### src/rtl/klein_pkg.sv
// Shared definitions for the KLEIN-80 byte-serial stream controller:
// byte counts, FSM state encoding and a byte picker for MSB-first vectors.
package klein_pkg;

  localparam int BLK_BYTES = 8;
  localparam int KEY_BYTES = 10;
  // Widest vector the byte picker handles (the 80-bit key).
  localparam int SEL_W     = KEY_BYTES * 8;

  typedef enum logic [2:0] {
    IDLE    = 3'd0,
    LOAD    = 3'd1,
    BUSY    = 3'd2,
    COLLECT = 3'd3,
    DONE    = 3'd4
  } state_t;

  // Byte k of an ascending [0:N] vector; byte 0 is bits [0:7].
  function automatic logic [7:0] sel_byte(input logic [0:SEL_W-1] v, input logic [3:0] k);
    logic [6:0] base;
    base = {k, 3'b000};
    return v[base +: 8];
  endfunction

endpackage

### src/rtl/klein_byte_deser.sv
// 8-byte shift-in register. Bytes arrive first-to-last on din while cap_en
// is high; the assembled word is published only when the eighth byte lands,
// so word never shows a partially collected block.
module klein_byte_deser
  import klein_pkg::*;
(
  input  logic                   ck,
  input  logic                   rst,
  input  logic                   cap_en,
  input  logic [7:0]             din,
  output logic [0:BLK_BYTES*8-1] word,
  output logic                   done
);

  localparam int SH_W = (BLK_BYTES - 1) * 8;

  logic [SH_W-1:0] sh_reg;
  logic [2:0]      cnt_reg;

  // High in the cycle the final byte of a block is being captured.
  assign done = cap_en && (cnt_reg == 3'(BLK_BYTES - 1));

  // Shift bytes in; the counter wraps to 0 after a full block.
  always_ff @(posedge ck) begin
    if (rst) begin
      sh_reg  <= '0;
      cnt_reg <= '0;
      word    <= '0;
    end else if (cap_en) begin
      sh_reg  <= {sh_reg[SH_W-9:0], din};
      cnt_reg <= cnt_reg + 3'd1;
      if (done) begin
        word <= {sh_reg, din};
      end
    end
  end

endmodule

### src/rtl/klein_stream_ctrl.sv
// Byte-serial front/back end for the KLEIN-80 core. Accepts a block+key,
// pulses core_start, streams 10 key bytes (and 8 data bytes, then zeros) into
// the core, waits for core_ready with a timeout, then deserialises the 8
// ciphertext bytes and holds them until the consumer takes them.
module klein_stream_ctrl
  import klein_pkg::*;
#(
  parameter int BLK_W    = 64,
  parameter int KEY_W    = 80,
  parameter int MAX_WAIT = 1024,
  parameter int CNT_W    = 11
) (
  input  logic             ck,
  input  logic             rst,
  input  logic             in_valid,
  output logic             in_ready,
  input  logic [0:BLK_W-1] in_data,
  input  logic [0:KEY_W-1] in_key,
  output logic             core_start,
  output logic [0:7]       core_inp,
  output logic [0:7]       core_key,
  input  logic             core_ready,
  input  logic [0:7]       core_out,
  output logic             res_valid,
  input  logic             res_ready,
  output logic [0:BLK_W-1] res_data,
  output logic             err_timeout
);

  // Data is zero-padded to key length so bytes 8 and 9 come out as 0x00.
  localparam int PAD_W = KEY_W - BLK_W;

  state_t           state_reg, state_next;
  logic [3:0]       bc_reg, bc_next;
  logic [CNT_W-1:0] wc_reg, wc_next;
  logic [0:BLK_W-1] data_reg, data_next;
  logic [0:KEY_W-1] key_reg, key_next;

  logic       in_ready_next;
  logic       core_start_next;
  logic [7:0] core_inp_next;
  logic [7:0] core_key_next;
  logic       res_valid_next;
  logic       err_timeout_next;

  logic cap_en;
  logic col_done;

  klein_byte_deser u_deser (
    .ck     (ck),
    .rst    (rst),
    .cap_en (cap_en),
    .din    (core_out),
    .word   (res_data),
    .done   (col_done)
  );

  // Next-state and next-output logic; outputs are registered one cycle later.
  always_comb begin
    state_next       = state_reg;
    bc_next          = bc_reg;
    wc_next          = wc_reg;
    data_next        = data_reg;
    key_next         = key_reg;
    in_ready_next    = 1'b0;
    core_start_next  = 1'b0;
    core_inp_next    = 8'h00;
    core_key_next    = 8'h00;
    res_valid_next   = 1'b0;
    err_timeout_next = 1'b0;
    cap_en           = 1'b0;

    case (state_reg)
      IDLE: begin
        in_ready_next = 1'b1;
        if (in_valid && in_ready) begin
          data_next       = in_data;
          key_next        = in_key;
          bc_next         = 4'd0;
          state_next      = LOAD;
          in_ready_next   = 1'b0;
          core_start_next = 1'b1;
          core_inp_next   = sel_byte({in_data, {PAD_W{1'b0}}}, 4'd0);
          core_key_next   = sel_byte(in_key, 4'd0);
        end
      end

      LOAD: begin
        if (bc_reg == 4'(KEY_BYTES - 1)) begin
          wc_next    = '0;
          state_next = BUSY;
        end else begin
          bc_next       = bc_reg + 4'd1;
          core_inp_next = sel_byte({data_reg, {PAD_W{1'b0}}}, bc_reg + 4'd1);
          core_key_next = sel_byte(key_reg, bc_reg + 4'd1);
        end
      end

      BUSY: begin
        wc_next = wc_reg + CNT_W'(1);
        if (core_ready) begin
          // core_ready coincides with ciphertext byte 0.
          cap_en     = 1'b1;
          state_next = COLLECT;
        end else if (wc_reg == CNT_W'(MAX_WAIT - 1)) begin
          err_timeout_next = 1'b1;
          in_ready_next    = 1'b1;
          state_next       = IDLE;
        end
      end

      COLLECT: begin
        cap_en = 1'b1;
        if (col_done) begin
          res_valid_next = 1'b1;
          state_next     = DONE;
        end
      end

      DONE: begin
        res_valid_next = 1'b1;
        if (res_valid && res_ready) begin
          res_valid_next = 1'b0;
          in_ready_next  = 1'b1;
          state_next     = IDLE;
        end
      end

      default: state_next = IDLE;
    endcase
  end

  // State, counters, latched operands and all registered outputs.
  always_ff @(posedge ck) begin
    if (rst) begin
      state_reg   <= IDLE;
      bc_reg      <= '0;
      wc_reg      <= '0;
      data_reg    <= '0;
      key_reg     <= '0;
      in_ready    <= 1'b0;
      core_start  <= 1'b0;
      core_inp    <= '0;
      core_key    <= '0;
      res_valid   <= 1'b0;
      err_timeout <= 1'b0;
    end else begin
      state_reg   <= state_next;
      bc_reg      <= bc_next;
      wc_reg      <= wc_next;
      data_reg    <= data_next;
      key_reg     <= key_next;
      in_ready    <= in_ready_next;
      core_start  <= core_start_next;
      core_inp    <= core_inp_next;
      core_key    <= core_key_next;
      res_valid   <= res_valid_next;
      err_timeout <= err_timeout_next;
    end
  end

endmodule
### config.mk
export PLATFORM = sky130hd
export DESIGN_NAME = klein_stream_ctrl
export DESIGN_NICKNAME = d
export VERILOG_FILES = /design/src/rtl/klein_pkg.sv /design/src/rtl/klein_byte_deser.sv /design/src/rtl/klein_stream_ctrl.sv
export SDC_FILE = /design/constraint.sdc
export NUM_CORES = 1
export LEC_CHECK = 0
export ABC_AREA = 1
export CAP_MARGIN = 10
export CELL_PAD_IN_SITES_DETAIL_PLACEMENT = 1
export CELL_PAD_IN_SITES_GLOBAL_PLACEMENT = 2
export CORE_MARGIN = 5
export CORE_UTILIZATION = 26
export DETAILED_ROUTE_END_ITERATION = 6
export HOLD_SLACK_MARGIN = 0.1
export PLACE_DENSITY = 0.72
export SYNTH_ARGS = -nofsm -noshare
export SYNTH_HDL_FRONTEND = slang
export SYNTH_SLANG_ARGS = --single-unit
export TNS_END_PERCENT = 10
### constraint.sdc
create_clock -name ck -period 1.8 [get_ports ck]
set_input_delay 0.45 -clock ck [delete_from_list [all_inputs] [get_ports ck]]
set_output_delay 0.45 -clock ck [all_outputs]
set_load 0.05 [all_outputs]
==> impl_metrics.toml <==
[routing]
vias = 11400
drtIter0Drc = 524
via_per_inst = 4.64
firstDrtPassIters = 4
drt-total-wl_mm = 43.5
drc = 0
antenna_left = 0
wl_per_cell_microns = 17.8

[power]
power.share.sequential_pct = 38.4
comb_power_share_pct = 29.3
p_switching_mw = 7.49
power.share.clock_pct = 32.3
power_report.internal_total_mw = 14.7
powerDensity_nw_per_um2 = 1340
totalPowerFinal_mw = 22.2
power_switching_share_pct = 33.8
power.leakage_nw = 6.79
irDropWorstVdd_mv = 0.592

[setup_path]
cp-start-kind = "register"
setup.worst_path.end_class = "register"
arrival_ps = 2130
cp.required_ps = 2220
path_max_fanout = 16
critical_path_class = "reg -> reg"

[logic_synthesis]
syn_area_sq_um = 12000
synthCells = 1577
async_reset_ff_share_pct = 0
synthTopCellsByCount = "305 x dfxtp_1, 244 x o21ai_0, 226 x a21oi_1"
synth_top_cell_area_share_pct = 51.1
syn_avg_cell_area_sq_um = 7.58
synth_edf_count = 0
synth_cell_types = 32
synth_area_leaders = "dfxtp_1 51%, o21ai_0 10%, a21oi_1 9.5%"
ys.warnings.count = 0
synth_top_area_cell = "dfxtp_1"
synth_flop_cell = "dfxtp_1"
ys_ff_latch = 305
synth_most_common_cell = "dfxtp_1"
yosysSeqAreaShare_pct = 51.1
synth_nets = 1739

[clock_tree]
clk-insertion-delay-late_ps = 550
clk_pin_slew_ps = 60
cts_tree = "yes"
ctsLongestPathBuffers = 3
cts_hold_buffers = 0
cts_setup_buffers = 0
h-tree-depth = 2
cts_buffers = 38
cts.sinks = 305
root_buffer = "clkbuf_16"

[timing]
fmax_ghz = 0.584
skew_ps = 19.9
min_period_over_period_pct = 95.1
setup_viol = 0
slew_headroom_pct = 76.1
grt_setup_unrepaired = "yes"
worst_pin_slew_ps = 354
hold_viol = 0
fin_crit_ps = 1710
report.final.slew_viol_count = 0
worst_slack_ps = 88.1

[placement]
numPlacedInstances = 2380
dp_slack_ps = -221
portBuffers = 240
gp_congestion = 0.790
dp_hpwl_mm = 31.1

[floorplanning]
die_area_sq_um = 50400
core_sq_um = 45500
die_y_microns = 224
fp-row-count = 78
die_w_microns = 224
io_pins = 241
start_util_pct = 26.3

[final_layout]
largest_reg_flops = 80
final_layout_size_suffix_gt1_share_pct = 13.1
multi_input_area_sq_um = 4880
final_cells = 2449
ff_latch_area_sq_um = 6110
fin_nets = 1982
fillCellCount = 5468
syn2layout_area_growth_pct = 38.7

[flow_run]
max_cap_viol_count = 0

[global_routing]
antenna_found_initial = 15
gr-total-overflow = 0
grt_use_total_pct = 16.7
grt_pass1_vias = 11800
grt_pass1_wl_mm = 67.4
grt_max_degree = 60

[worst_hold_path]
worstHoldPathType = "in -> reg"

[run_status]
outcome = "completed"
power groups by stage:
stage	Clock [mW]	Sequential, mW	Combinational, mW
final	7.17	8.52	6.49
after global routing	7.75	8.65	7.32
after CTS	7.46	8.53	6.60
after detailed placement	0	8.65	6.55
after global placement	0	8.63	6.44
after floorplan	0	8.73	3.73
metal layers:
layer	up-vias	share of wire (%)	track usage, %
met5	-	0.30	0
li1	5689	-	-
met4	20	2.3	4.95
met1	5364	45	21.2
met2	217	46	27.5
met3	74	6.1	5.02
area by class of cell:
type | instances | share of cell area [%]
diodes | 6 | 0.0906
clock buffers | 59 | 6.69
clock inverters | 4 | 0.257
inverters | 126 | 2.93
multi-input cells | 1030 | 29.4
flip-flops and latches | 305 | 36.8
well taps | 600 | 4.53
repair buffers | 319 | 19.2
stage by stage:
step | utilization, % | TNS (ps) | hold slack, ps | area [sq um]
2_1_floorplan | - | 0 | 424 | 12000
3_3_place_gp | 33.8 | -11430 | 432 | 15400
3_5_place_dp | 33.8 | -22790 | 446 | 15400
4_1_cts | 36.4 | 0 | 327 | 16500
5_1_grt | 36.4 | -12.3 | 345 | 16600
6_report | 36.5 | 0 | 352 | 16600
cells in the final DEF, fill, tap and decap left out, drive strengths merged, types with 7 or more instances in the layout:
cell type	instances
buf	164
nand2	169
inv	127
clkdlybuf4s50	155
nor2	222
o211ai	7
dfxtp	305
o21ai	293
nand3	94
clkbuf	59
a21oi	226
critical path: stages (launching register included):
cell and delay (ps):
dfxtp_1 330, inv_1 60, ha_4 300, clkinv_1 120
buf_12 170, nand3_1 110, nand3_1 150, nand3_1 100
nand2_1 80, nand2_1 90, a21oi_1 60
path summary, 6_finish.rpt:
kind	startpoint	endpoint	slack, ps	cells past startpoint
worst max-delay path	bc_reg[1]$_SDFFE_PP0P_	core_key[3]$_SDFF_PP0_	90	10
worst min-delay path	rst	data_reg[37]$_SDFFE_PP0P_	350	4
worst max register to register	bc_reg[1]$_SDFFE_PP0P_	core_key[3]$_SDFF_PP0_	90	10
worst min register to register	key_reg[72]$_SDFFE_PP0P_	key_reg[72]$_SDFFE_PP0P_	450	2
cell families after synthesis:
logic type               count (synthesis)  synth area share (%)
adder cells (fa/ha/maj)                  5                 0.523
XOR/XNOR                                 3                 0.503
flip-flops                             305                  51.1
AND/OR/NAND/NOR                        489                  16.8
buffers and inverters                  242                  8.50
AO/OA/AOI/OAI                          533                  22.6
what timing repair did:
action | in CTS | in global routing
pin swaps | 0 | 1
resized for setup | 2 | 7
setup endpoints to repair | 6 | 18
hold endpoints to repair | 0 | 0
Note: power is estimated with default switching activity, not from simulation.
